===== config.mk =====
export PLATFORM = sky130hd
export DESIGN_NAME = csa_rr_arbiter
export DESIGN_NICKNAME = d
export VERILOG_FILES = /design/src/rtl/csa_rr_arbiter.sv
export SDC_FILE = /design/constraint.sdc
export NUM_CORES = 1
export LEC_CHECK = 0
export ABC_AREA = 1
export BUFFER_PORTS_ARGS = -buffer_cell sky130_fd_sc_hd__buf_2
export CELL_PAD_IN_SITES_DETAIL_PLACEMENT = 1
export CELL_PAD_IN_SITES_GLOBAL_PLACEMENT = 2
export CORE_ASPECT_RATIO = 1.75
export CORE_MARGIN = 2
export CORE_UTILIZATION = 27
export DETAILED_ROUTE_END_ITERATION = 10
export GPL_TIMING_DRIVEN = 0
export PLACE_DENSITY = 0.89
export SLEW_MARGIN = 15
export SYNTH_ARGS = -nofsm -noshare
export SYNTH_HDL_FRONTEND = slang
export SYNTH_SLANG_ARGS = --single-unit

===== constraint.sdc =====
create_clock -name clk -period 6.85 [get_ports clk]
set_input_delay 0.3425 -clock clk [delete_from_list [all_inputs] [get_ports clk]]
set_output_delay 0.3425 -clock clk [all_outputs]
set_load 0.02 [all_outputs]

===== src/rtl/csa_rr_arbiter.sv =====
// csa_rr_arbiter: shares one 32-bit carry-select adder between NREQ
// requesters. Round-robin arbitration with a chain lock that holds the
// grant on one requester and forwards the carry between beats, so that
// requester can build wider sums. Two-stage pipeline: operands are
// registered at accept, and the result is registered one cycle later.
//
// Ports:
//   clk         system clock, rising edge
//   rst_n       synchronous active-low reset
//   req         per-requester request, held until granted
//   req_a/req_b packed operands, slice i = bits [32i+31:32i]
//   req_cin     carry-in, used on unchained ops and on the first chain beat
//   req_chain   1 = another beat of this multi-word add follows
//   gnt         one-hot combinational grant
//   resp_valid  one-cycle pulse per accepted op, two cycles after accept
//   resp_id     requester that owns the result
//   resp_sum    A+B+cin mod 2^32 (held while resp_valid=0)
//   resp_cout   carry out of bit 31 (held while resp_valid=0)
//   busy        lock | s1_valid | resp_valid

// bit32_CSA: 32-bit carry-select adder built from eight 4-bit blocks.
// Each block precomputes its sum for both carry-in values, and the
// incoming block carry only drives the select. sum[39:32] is always 0.
module bit32_CSA (
  input  logic [31:0] a,
  input  logic [31:0] b,
  input  logic        cin,
  output logic [39:0] sum,
  output logic        cout
);

  logic [4:0]  r0 [8];
  logic [4:0]  r1 [8];
  logic [31:0] sum_lo;
  logic        c;

  for (genvar k = 0; k < 8; k++) begin : g_blk
    assign r0[k] = {1'b0, a[4*k +: 4]} + {1'b0, b[4*k +: 4]};
    assign r1[k] = {1'b0, a[4*k +: 4]} + {1'b0, b[4*k +: 4]} + 5'd1;
  end

  always_comb begin
    c      = cin;
    sum_lo = '0;
    for (int k = 0; k < 8; k++) begin
      sum_lo[4*k +: 4] = c ? r1[k][3:0] : r0[k][3:0];
      c                = c ? r1[k][4]   : r0[k][4];
    end
  end

  assign sum  = {8'h00, sum_lo};
  assign cout = c;

endmodule

module csa_rr_arbiter #(
  parameter int NREQ = 4,
  parameter int ID_W = 2
) (
  input  logic              clk,
  input  logic              rst_n,
  input  logic [NREQ-1:0]   req,
  input  logic [NREQ*32-1:0] req_a,
  input  logic [NREQ*32-1:0] req_b,
  input  logic [NREQ-1:0]   req_cin,
  input  logic [NREQ-1:0]   req_chain,
  output logic [NREQ-1:0]   gnt,
  output logic              resp_valid,
  output logic [ID_W-1:0]   resp_id,
  output logic [31:0]       resp_sum,
  output logic              resp_cout,
  output logic              busy
);

  logic [ID_W-1:0] ptr;
  logic            lock;
  logic [ID_W-1:0] lock_id;
  logic            carry_save;

  logic            s1_valid;
  logic [31:0]     s1_a;
  logic [31:0]     s1_b;
  logic            s1_cin;
  logic [ID_W-1:0] s1_id;

  logic [39:0]     add_sum;
  logic            add_cout;
  logic            unused_add_hi;

  logic            found;
  logic [ID_W-1:0] idx;

  logic            acc;
  logic [ID_W-1:0] acc_id;
  logic [ID_W-1:0] ptr_inc;
  logic [31:0]     a_sel;
  logic [31:0]     b_sel;
  logic            cin_req;
  logic            chain_sel;
  logic            cin_eff;

  bit32_CSA u_add (
    .a    (s1_a),
    .b    (s1_b),
    .cin  (s1_cin),
    .sum  (add_sum),
    .cout (add_cout)
  );

  assign unused_add_hi = ^add_sum[39:32];

  // While locked, only the lock owner may be granted, even when it is idle.
  always_comb begin
    gnt   = '0;
    found = 1'b0;
    idx   = '0;
    if (rst_n) begin
      if (lock) begin
        gnt[lock_id] = req[lock_id];
      end else begin
        for (int k = 0; k < NREQ; k++) begin
          idx = ID_W'((int'(ptr) + k) % NREQ);
          if (!found && req[idx]) begin
            gnt[idx] = 1'b1;
            found    = 1'b1;
          end
        end
      end
    end
  end

  // gnt is one-hot, so OR-ing the selected slices is a clean mux.
  always_comb begin
    acc_id    = '0;
    ptr_inc   = '0;
    a_sel     = '0;
    b_sel     = '0;
    cin_req   = 1'b0;
    chain_sel = 1'b0;
    for (int k = 0; k < NREQ; k++) begin
      if (gnt[k]) begin
        acc_id    = ID_W'(k);
        ptr_inc   = ID_W'((k + 1) % NREQ);
        a_sel     = req_a[32*k +: 32];
        b_sel     = req_b[32*k +: 32];
        cin_req   = req_cin[k];
        chain_sel = req_chain[k];
      end
    end
  end

  assign acc = |(req & gnt);

  // A locked beat takes the previous beat's carry: straight from the adder
  // if that beat is still in stage 1, otherwise from the saved copy.
  assign cin_eff = lock ? (s1_valid ? add_cout : carry_save) : cin_req;

  always_ff @(posedge clk) begin
    if (!rst_n) begin
      ptr        <= '0;
      lock       <= 1'b0;
      lock_id    <= '0;
      carry_save <= 1'b0;
      s1_valid   <= 1'b0;
      s1_a       <= '0;
      s1_b       <= '0;
      s1_cin     <= 1'b0;
      s1_id      <= '0;
      resp_valid <= 1'b0;
      resp_id    <= '0;
      resp_sum   <= '0;
      resp_cout  <= 1'b0;
    end else begin
      s1_valid <= acc;
      if (acc) begin
        s1_a   <= a_sel;
        s1_b   <= b_sel;
        s1_cin <= cin_eff;
        s1_id  <= acc_id;
        if (chain_sel) begin
          lock    <= 1'b1;
          lock_id <= acc_id;
        end else begin
          lock <= 1'b0;
          ptr  <= ptr_inc;
        end
      end

      if (s1_valid) begin
        carry_save <= add_cout;
      end

      resp_valid <= s1_valid;
      if (s1_valid) begin
        resp_sum  <= add_sum[31:0];
        resp_cout <= add_cout;
        resp_id   <= s1_id;
      end
    end
  end

  assign busy = lock | s1_valid | resp_valid;

endmodule


==> results of run 1 <==
==> metrics by stage <==
step | total power, W | util (%) | cell area (um2)
5_1_grt | 0.00568 | 35.7 | 10000
4_1_cts | 0.00525 | 35.7 | 10000
6_report | 0.00519 | 35.7 | 10000
3_5_place_dp | 0.00470 | 34.7 | 9740
2_1_floorplan | 0.00343 | - | 7720
3_3_place_gp | 0.00460 | 34.7 | 9740
==> layer usage <==
metal | global-route usage [%] | vias up | routed length (um)
met1 | 22.7 | 4289 | 12800
met4 | 8.66 | 0 | 1190
met2 | 46.5 | 258 | 19500
met3 | 2.91 | 54 | 1230
li1 | - | 4546 | -
met5 | 0 | - | 0
==> layout by cell type, fill, tap and decap left out, drive strengths merged, types with 8 or more instances in the layout <==
cell and count:
xor2 22, inv 88, ha 48, dfxtp 110, buf 347, a21oi 73, nand3 84, nand2 324
fa 8, o21ai 171, clkbuf 41, o211ai 10, nor2 37, nand4 74
==> synthesized netlist by cell type (all sizes together) <==
library cell / n / area (um2)
o221ai: 6 / 52.6
ha: 48 / 601
nand2: 324 / 1260
buf: 37 / 220
dfxtp: 110 / 2200
nor4: 1 / 6.26
nand3b: 1 / 11.3
xnor2: 7 / 61.3
nor2: 37 / 151
o21bai: 1 / 7.51
o21ai: 171 / 878
a21oi: 73 / 365
nor3: 3 / 31.3
fa: 8 / 160
nand3: 84 / 458
or2: 3 / 18.8
a31oi: 5 / 31.3
o31ai: 1 / 7.51
inv: 85 / 319
a21o: 4 / 30.0
clkbuf: 30 / 114
nand4: 74 / 463
xor2: 22 / 193
o211ai: 10 / 75.1
clkinv: 2 / 7.51
==> final cells by class <==
type,instances,area share (%)
tap,373,4.65
clock buffer,11,2.52
multi-input combinational,883,48.4
sequential,110,21.9
timing repair buffer,310,15.5
clock inverter,5,0.399
inverter,87,3.25
buffer,67,3.33
==> power breakdown <==
part | total [W] | internal (W) | switching, W
clock | 0.000529 | 0.000271 | 0.000258
sequential | 0.00117 | 0.000927 | 0.000241
combinational | 0.00349 | 0.00116 | 0.00233
==> worst register-to-register path, cell delays in order (launching register included) <==
cell and delay [ns]:
dfxtp_1 0.56, inv_2 0.17, ha_1 0.35, inv_1 0.08
nand2_1 0.11, o21ai_4 0.08, nand2_1 0.12, inv_1 0.07
a21oi_1 0.13, nand3_1 0.12, nand2_2 0.13, inv_2 0.14
nor2_2 0.29, buf_4 0.27, buf_2 0.26, nand2_1 0.09
nand4_1 0.09, o21ai_0 0.21, a21oi_1 0.18
==> kinds of logic after synthesis <==
| logic type | share of synthesized area [%] |
|---|---|
| flip-flops | 28.5 |
| XOR/XNOR | 3.29 |
| AND/OR/NAND/NOR | 31.1 |
| AO/OA/AOI/OAI | 18.7 |
| buffers and inverters | 8.55 |
| adder cells (fa/ha/maj) | 9.85 |
==> sequential cells by signal, summed over array words and instances, names as in the netlist <==
register    count
resp_sum       32
s1_a           32
s1_b           32
lock_id         2
ptr             2
resp_id         2
s1_id           2
carry_save      1
lock            1
resp_cout       1
resp_valid      1
s1_cin          1
s1_valid        1
==> final timing paths <==
check / from / endpoint / slack, ns / depth (start not counted)
worst min-delay path: req_a[122] / s1_a[26] / 0.25 / 3
worst max-delay path: ptr[0] / s1_b[24] / 3.34 / 18
worst max register to register: ptr[0] / s1_b[24] / 3.34 / 18
worst min register to register: resp_cout / resp_cout / 0.46 / 2
==> summary.md, run 1 <==
| Metric | Value |
|---|---|
| CP required | 7.15 ns |
| Post-cts repair resize count | 0 |
| Max Freq | 285 MHz |
| Cell area after synthesis | 7720 um2 |
| Die height | 228 um |
| TNS Setup | 0 ns |
| Starting Density | 27.5% |
| Port-buffer cells | 310 |
| Vias | 9,147 |
| Vias in the first global route | 9,773 |
| Tcrit/Tclk final | 51.3% |
| Initial antenna violation count | 0 |
| Clock Skews | 0.00789 ns |
| Worst path top cell family by delay | buffers and inverters |
| Final ANT Viol Nets | 0 |
| Leakage | 5.04 nW |
| Dpl cells | 1,830 |
| Avg Vias per Cell | 4.96 |
| Htree depth | 3 |
| Peak VDD IR | 0.153 mV |
| DRT Wirelength | 34,800 um |
| FP Rows | 81 |
| Syn nets | 1,473 |
| Outcome | complete, no violations |
| Largest net degree at the start of global routing | 19 |
| Worst Tran Pin Value | 0.807 ns |
| Yosys reg bits | 110 |
| 1st-iter DRT viols | 329 |
| Area growth syn-to-layout | 29.9% |
| Remaining global-route overflow | 0 |
| Crit path max fanout | 11 |
| Worst hold path class | in -> reg |
| Cell count after synthesis | 1,147 |
| CTS tree | built |
| Sequential fraction of the synthesis area | 28.5% |
| Routability cong. | 0.891 |
| Final instance count without filler cells | 1,846 |
| DP Wirelength | 30,100 um |
| Min Tclk post-route | 3.51 ns |
| Count of cell types in the netlist | 41 |
| Critical Path Start Type | flip-flop |
| Critical path class | reg -> reg |
| Setup ws final | 3.34 ns |
| Crit path largest cell delay | 0.56 ns |
| First-pass detailed-route iteration total | 4 |
| Final Slew Violations | 0 |
| Max Cap Violations | 0 |
| # fillers | 3,729 |
| Drt drc | 0 |
| Critical Path Sink Type | flip-flop |
| Clock transition at path regs | 0.07 ns |
| Final nets | 1,794 |
| CP cell instances | inv_2 -> ha_1 -> inv_1 -> nand2_1 -> o21ai_4 -> nand2_1 -> inv_1 -> a21oi_1 -> nand3_1 -> nand2_2 -> inv_2 -> nor2_2 -> buf_4 -> buf_2 -> nand2_1 -> nand4_1 -> o21ai_0 -> a21oi_1 |
| RSZ-0062 raised after global routing | no |
| Ys Warns | 0 |
| CORE AREA | 28,100 um2 |
| WP buf/inv | 6 |
| Diodes inserted | 0 |
| Clock latency on the worst-skew pair | 0.36 ns |
| First-pass GRT wire length | 53,100 um |
| Bufs on Longest Clock Path | 2 |
| Root Buffer | clkbuf_16 |
| Relative slew slack | 46.2% |
| Avg Inst Size Synth | 6.73 um2 |
| Placement-stage worst setup slack | 3.26 ns |
| Hold Buf Count CTS | 0 |
| IO Count | 311 |
| Tot GR Track Use | 22.7% |
| Ratio of cells with drive above 1 in the final layout | 26.8% |
| Hold WS | 0.253 ns |
| CTS Sinks | 110 |
| Final setup fails | 0 |
| Final hold vios | 0 |
| DIE AREA | 30,000 um2 |
| Pwr/cell area | 517 nW/um2 |
| Sequential cell area | 2200 um2 |
| CP max stage cell | dfxtp_1 |
| Crit-path most repeated cell | nand2_1 |
| Multi-input logic area | 4860 um2 |
| Die Wd | 132 um |
| Arr. time, crit path | 3.81 ns |
| Setup bufs post-CTS | 0 |
| Cts bufs inserted | 9 |
| WL/cell | 18.8 um |
(Power assumes the default switching activity.)
==> inputs of run 2 (changes only) <==
ABC_AREA = 0   (was 1)
PLACE_DENSITY = 0.85   (was 0.89)
clock period = 3.45 ns   (was 6.85 ns; I/O delays follow)
==> run 2 against run 1 <==
- synthesized cell count down 16%
- clock-buffer cell count down 2
- largest power group unchanged
- critical endpoint is now carry_save
- fmax down 21%
- synthesized area down 1.6%
- hold slack worse by 0.15 ns
- sequential power up 86%
- the run now ends with negative setup slack left
- setup slack worse by 4.3 ns
==> summary.md, run 2 <==
| Metric | Value |
|---|---|
| Remaining global-route overflow | 0 (unchanged) |
| Fin util | 38.2% (+2.5 points) |
| Peak VDD IR | 0.326 mV (+110%) |
| Largest area contributor in the netlist | dfxtp_1 |
| FP Rows | 81 (unchanged) |
| Max Cap Violations | 0 (unchanged) |
| Count of cell types in the netlist | 63 (+54%) |
| Clock latency on the worst-skew pair | 0.37 ns (about the same) |
| R2R depth | 19 (+1) |
| Crit-path most repeated cell | mux2i_4 |
| Most frequent cell after synthesis | a21oi_1 |
| Clock transition at path regs | 0.07 ns (about the same) |
| Pwr/cell area | 886 nW/um2 (+71%) |
| Post-synth EDFFs | 0 (unchanged) |
| Outcome | complete, but fails checks |
| Relative slew slack | 52.9% (+6.8 points) |
| Critical Path Stages | 19 (+1) |
| Internal reg-to-reg setup slack | -0.99 ns (-4.33 ns) |
| Vias | 8,716 (-4.7%) |
| Ys flop type | dfxtp_1 |
| Critical path class | reg -> reg |
| DRT Wirelength | 34,200 um (-1.6%) |
| Commonest cells post-synth | 148 x a21oi_1, 147 x nor2_1, 110 x dfxtp_1, 71 x clkbuf_1, 69 x nor3_1 |
| Final ANT Viol Nets | 0 (unchanged) |
| Share of the synthesized area in the top cell type | 29.0% (+0.46 points) |
| Final instance count without filler cells | 1,686 (-8.7%) |
| Arr. time, crit path | 4.69 ns (+0.88 ns) |
| Cell area after synthesis | 7600 um2 (-1.6%) |
| CTS Sinks | 110 (unchanged) |
| Die height | 226 um (-0.78%) |
| Cts bufs inserted | 9 (unchanged) |
| CP max stage cell | or4b_4 |
| Multi-input logic area | 5390 um2 (+11%) |
| Dpl cells | 1,640 (-10%) |
| Final Slew Violations | 0 (unchanged) |
| 1st-iter DRT viols | 389 (+18%) |
| Drt drc | 0 (unchanged) |
| Hold Buf Count CTS | 0 (unchanged) |
| Largest net degree at the start of global routing | 20 (+1) |
| CTS tree | built |
| Root Buffer | clkbuf_16 |
| Worst hold path class | in -> reg |
| Die Wd | 131 um (-0.76%) |
| Setup ws final | -0.992 ns (-4.33 ns) |
| Crit path max fanout | 4 (-7) |
| Avg Inst Size Synth | 7.93 um2 (+18%) |
| Reg-to-reg critical path endpoint | carry_save |
| Most area-consuming cells after synthesis | dfxtp_1 29%, a21oi_1 9.7%, ha_1 7.9% |
| Vias in the first global route | 9,009 (-7.8%) |
| Hold WS | 0.103 ns (-0.150 ns) |
| Yosys reg bits | 110 (unchanged) |
| Final hold vios | 0 (unchanged) |
| Critical Path Start Type | flip-flop |
| Top Registers | resp_sum: 32 flops, s1_a: 32 flops, s1_b: 32 flops |
| Avg Vias per Cell | 5.17 (+4.3%) |
| RSZ-0062 raised after global routing | yes |
| WP buf/inv | 3 (-3) |
| Syn nets | 1,285 (-13%) |
| Tcrit/Tclk final | 129% (+77 points) |
| Starting Density | 27.3% (-0.24 points) |
| IO Count | 311 (unchanged) |
| Worst Setup SP | s1_a[0] |
| Final nets | 1,627 (-9.3%) |
| Final setup fails | 97 (+97) |
| Area growth syn-to-layout | 40.1% |
| Commonest non-fill, non-tap cell in the layout | buf_2 |
| Leakage | 4.70 nW (-6.7%) |
| Min Tclk post-route | 4.44 ns (+0.930 ns) |
| Cell count after synthesis | 959 (-16%) |
| Failing checks | negative setup slack |
| Worst path top cell family by delay | compound AO/OA/AOI/OAI gates |
| Tot GR Track Use | 22.9% (+0.16 points) |
| Initial antenna violation count | 5 (+5) |
| Most frequent cells in the layout | 309 x buf_2, 147 x nor2_1, 143 x a21oi_1 |
| CP cell instances | ha_4 -> inv_2 -> fa_1 -> inv_1 -> ha_2 -> nand2_2 -> or4b_4 -> o21ai_4 -> buf_6 -> o311ai_4 -> xnor2_4 -> a31oi_4 -> a211oi_4 -> nand4_4 -> mux2i_4 -> mux2i_4 -> mux2i_2 -> xnor2_1 -> a22o_1 |
| WL/cell | 20.3 um (+7.7%) |
| Startpoint of the worst hold path | req_a[104] |
| Worst Tran Pin Value | 0.706 ns (-0.101 ns) |
| DIE AREA | 29,600 um2 (-1.5%) |
| Ratio of cells with drive above 1 in the final layout | 34.7% (+7.9 points) |
| Critical Path Sink Type | flip-flop |
| First-pass GRT wire length | 50,900 um (-4.3%) |
| Bufs on Longest Clock Path | 2 (unchanged) |
| Worst R2R Start | s1_a[0] |
| DP Wirelength | 28,600 um (-5.0%) |
| Port-buffer cells | 308 (-0.65%) |
| Crit path largest cell delay | 0.53 ns (-0.03 ns) |
| Clock Skews | 0.0140 ns (+0.00614 ns) |
| Sequential cell area | 2210 um2 (+0.34%) |
| First-pass detailed-route iteration total | 4 (unchanged) |
| Ys Warns | 0 (unchanged) |
| # fillers | 3,420 (-8.3%) |
| Htree depth | 3 (unchanged) |
| Synth async-reset ratio | 0% (unchanged) |
| Max Freq | 225 MHz (-21%) |
| Crit path to | carry_save |
| CORE AREA | 27,900 um2 (-0.72%) |
| CP required | 3.70 ns (-3.45 ns) |
| Sequential fraction of the synthesis area | 29.0% (+0.46 points) |
| Routability cong. | 0.870 (-2.3%) |
## run 2: cell types whose count changed after synthesis, moves of 68 or more
cell and change:
nor3_1 +68, nand2_1 -290, nand4_1 -68, nand3_1 -72, a21oi_1 +75, o21ai_0 -103, nor2_1 +113
## run 2: area by class of cell
type	count	area share (%)
inverter	21	0.752
tap	373	4.38
clock inverter	7	0.963
timing repair buffer	332	16.3
multi-input combinational	748	50.6
buffer	79	4.00
antenna	7	0.164
sequential	110	20.7
clock buffer	9	2.11
## run 2: logic make-up after synthesis
kind of cell               Yosys count  share of synthesized area [%]
and+or+nand+nor                    287                           17.3
DFF                                110                           29.0
xor gates and xnor gates            45                           5.53
AOI/OAI and AO/OA                  339                           30.0
muxes                               21                           3.14
adders and majority gates           56                           10.0
buffers and inverters              101                           4.99
## run 2: through the flow
stage                     cell area [um2]  power, W  setup WS, ns  setup TNS (ns)
after floorplan                      7670   0.00594        -0.866           -8.85
final                               10700   0.00944        -0.992          -34.70
after detailed placement             9680   0.00785         -1.40          -94.88
after CTS                           10500   0.00938         -1.09          -38.42
after global routing                10600    0.0102         -1.16          -56.15
after global placement               9680   0.00770         -1.31          -86.80
## run 2: worst min-delay path by stage
stage	slack (ns)	endpoint	cells past startpoint
CTS	0.09	s1_a[8]	3
finish	0.10	s1_a[8]	3
global route	0.11	s1_a[11]	3
detailed placement	0.47	s1_a[8]	3
floorplan	0.37	s1_a[10]	2
global placement	0.45	s1_a[8]	3
## run 2: worst reg2reg max path, delay by kind of cell, from the launching register on
family / cells / cell delay, ns
adders and majority gates: 3 / 0.77
AOI/OAI and AO/OA: 5 / 0.99
xor gates and xnor gates: 2 / 0.34
and+or+nand+nor: 3 / 0.77
DFF: 1 / 0.36
buffers and inverters: 3 / 0.25
muxes: 3 / 0.86
## run 2: routing by layer
layer / track usage, % / up-vias / part of all wire (%)
li1: - / 4276 / -
met1: 25.5 / 4148 / 38
met4: 10.7 / 0 / 4.2
met3: 2.91 / 63 / 3.9
met5: 0 / - / 0
met2: 42.2 / 229 / 54
## run 2: timing repair
action	4_1_cts	5_1_grt
setup endpoints to repair	98	98
gates resized for setup	93	26
setup buffers	18	6
pin swaps	20	18
hold endpoints to repair	0	0
## run 2: power breakdown
| group | switching [W] | total [W] | internal, W |
|---|---|---|---|
| clock | 0.000515 | 0.00116 | 0.000648 |
| combinational | 0.00373 | 0.00610 | 0.00237 |
| sequential | 0.000404 | 0.00218 | 0.00177 |
| total | 0.00465 | 0.00944 | 0.00479 |
==> inputs of run 3 (changes only) <==
SETUP_SLACK_MARGIN = 0.3   (was default)
==> run 3 against run 2 <==
- the flow still finishes with violations (negative setup slack)
- power up 39%
- clock skew up 0.0023 ns
- global-route usage rose by 4.4 points
- final cell count grew 6.0%
- clock-buffer cell count up 1
- sequential power increased by 4%
- utilization grew 12 points
- sequential share of layout area shrank 5.0 points
- design area grew 32%
- via count up 12%
- register-to-register slack gained 0.03 ns
==> summary.md, run 3 (synthesis gave the netlist of run 2 again) <==
| Metric | Value |
|---|---|
| Outcome | complete, but fails checks |
| Failing checks | negative setup slack |
| Arr. time, crit path | 4.67 ns (-0.02 ns) |
| Initial antenna violation count | 7 (+2) |
| Final ANT Viol Nets | 0 (unchanged) |
| Logic gate share of total power | 74.2% (+9.6 points) |
| Pwr/cell area | 929 nW/um2 (+4.9%) |
| Clock transition at path regs | 0.07 ns (about the same) |
| Bufs on Longest Clock Path | 2 (unchanged) |
| Starting Density | 27.3% (unchanged) |
| Commonest non-fill, non-tap cell in the layout | buf_2 |
| Min Tclk post-route | 4.41 ns (-0.0329 ns) |
| Ratio of cells with drive above 1 in the final layout | 57.7% (+23 points) |
| CTS Sinks | 110 (unchanged) |
| Area growth syn-to-layout | 85.5% |
| Remaining global-route overflow | 0 (unchanged) |
| Sequential Power Share | 17.3% (-5.8 points) |
| Critical Path Start Type | flip-flop |
| First-pass detailed-route iteration total | 5 (+1) |
| 1st-iter DRT viols | 500 (+29%) |
| Leakage | 6.01 nW (+28%) |
| FP Rows | 81 (unchanged) |
| Die height | 226 um (unchanged) |
| IO Count | 311 (unchanged) |
| Worst R2R Start | s1_a[0] |
| Routability cong. | 0.870 (about the same) |
| Clock Skews | 0.0163 ns (+0.00227 ns) |
| Drt drc | 0 (unchanged) |
| DRT Wirelength | 43,000 um (+26%) |
| Die Wd | 131 um (unchanged) |
| CORE AREA | 27,900 um2 (unchanged) |
| Final instance count without filler cells | 1,788 (+6.0%) |
| First-pass GRT wire length | 60,900 um (+20%) |
| CTS tree | built |
| Tot GR Track Use | 27.3% (+4.4 points) |
| Startpoint of the worst hold path | req_b[101] |
| Cts bufs inserted | 9 (unchanged) |
| CP required | 3.71 ns (about the same) |
| Dpl cells | 1,640 (unchanged) |
| Crit path max fanout | 4 (unchanged) |
| Relative slew slack | 29.6% (-23 points) |
| Clock share of power | 8.5% (-3.8 points) |
| RSZ-0062 raised after global routing | yes |
| Vias in the first global route | 10,354 (+15%) |
| Vias | 9,762 (+12%) |
| Hold Buf Count CTS | 0 (unchanged) |
| Final setup fails | 95 (-2.1%) |
| Htree depth | 3 (unchanged) |
| Worst Setup SP | s1_a[0] |
| WL/cell | 24.0 um (+18%) |
| Internal Power | 0.00687 W (+43%) |
| Worst Tran Pin Value | 1.06 ns (+0.350 ns) |
| Fin util | 50.6% (+12 points) |
| Max Freq | 227 MHz (+0.75%) |
| Switching part of the total | 47.6% (-1.7 points) |
| Setup ws final | -0.959 ns (+0.0329 ns) |
| Final Slew Violations | 0 (unchanged) |
| DP Wirelength | 28,600 um (+0.20%) |
| Most frequent cells in the layout | 306 x buf_2, 126 x nor2_1, 105 x dfxtp_1 |
| Peak VDD IR | 0.317 mV (-2.6%) |
| Worst hold path class | in -> reg |
| Max Cap Violations | 0 (unchanged) |
| Hold Path Stages | 3 (unchanged) |
| Top Registers | resp_sum: 32 flops, s1_a: 32 flops, s1_b: 32 flops |
| Largest net degree at the start of global routing | 19 (-5.0%) |
| Final nets | 1,729 (+6.3%) |
| Critical Path Sink Type | flip-flop |
| DIE AREA | 29,600 um2 (unchanged) |
| Critical path class | reg -> reg |
| Avg Vias per Cell | 5.46 (+5.6%) |
| Tot Pwr | 0.0131 W (+39%) |
| R2R depth | 18 (-1) |
| Tcrit/Tclk final | 128% (-0.95 points) |
| Clock latency on the worst-skew pair | 0.37 ns (about the same) |
| Final hold vios | 0 (unchanged) |
| Net Sw Power | 0.00624 W (+34%) |
| Port-buffer cells | 308 (unchanged) |
| Root Buffer | clkbuf_16 |
## run 3: cell count changes in the layout (fill, tap and decap cells not counted), sizes merged
cell,before,now
clkinvlp,0,1
bufinv,2,1
clkbuf,79,88
clkinv,4,3
bufbuf,0,1
buf,341,434
## run 3: per-layer routing
| layer | share of wire, % | vias up | track usage (%) |
|---|---|---|---|
| li1 | - | 4478 | - |
| met1 | 37 | 4796 | 29.6 |
| met2 | 54 | 360 | 50.5 |
| met3 | 3.9 | 128 | 3.55 |
| met4 | 5.6 | 0 | 14.4 |
| met5 | 0 | - | 0 |
## run 3: worst max-delay path, stage by stage (launching register included)
cell and delay (ns):
dfxtp_2 0.36, ha_4 0.15, inv_2 0.04, fa_1 0.47, inv_2 0.10, ha_4 0.14
nand2_4 0.06, or4b_4 0.52, o21ai_4 0.23, nor4_2 0.08, nor3_2 0.19, and3b_2 0.26
a211oi_4 0.30, nand4_4 0.18, mux2i_4 0.25, mux2i_4 0.32, mux2i_2 0.32, xnor2_1 0.13
a22o_1 0.22
## run 3: repair_timing
action,CTS,global route
cloned,22,1
setup endpoints to repair,98,106
pin swaps,99,75
resized for setup,320,200
buffers inserted,86,16
## run 3: metrics by stage
stage / setup WS, ns / hold WS (ns) / area (um2) / setup TNS, ns
after floorplan: -0.866 / 0.366 / 8000 / -8.83
after global placement: -1.30 / 0.462 / 10000 / -61.59
after detailed placement: -1.37 / 0.460 / 10000 / -69.62
after CTS: -1.03 / 0.0993 / 12900 / -22.24
after global routing: -1.09 / 0.0946 / 14100 / -37.80
final: -0.959 / 0.0905 / 14100 / -24.74
## run 3: area by class of cell
class	count	area (um2)
clock inverters	6	68.8
diodes	7	17.5
clock buffers	10	229
flip-flops and latches	110	2210
plain buffers	80	962
fillers	3160	13800
multi-input cells	748	6990
well taps	373	467
repair buffers	433	3060
inverters	21	91.3
## run 3: power groups by stage
stage / logic, W / registers [W] / clock network, W
floorplan: 0.00396 / 0.00226 / 0
global placement: 0.00582 / 0.00219 / 0
detailed placement: 0.00595 / 0.00220 / 0
CTS: 0.00834 / 0.00220 / 0.00111
global route: 0.0103 / 0.00231 / 0.00117
finish: 0.00972 / 0.00227 / 0.00112
## run 3: final timing paths
path              slack [ns]    endpoint
hold / removal          0.09     s1_b[5]
setup / recovery       -0.96  carry_save
setup reg to reg       -0.96  carry_save
hold reg to reg         0.48   resp_cout
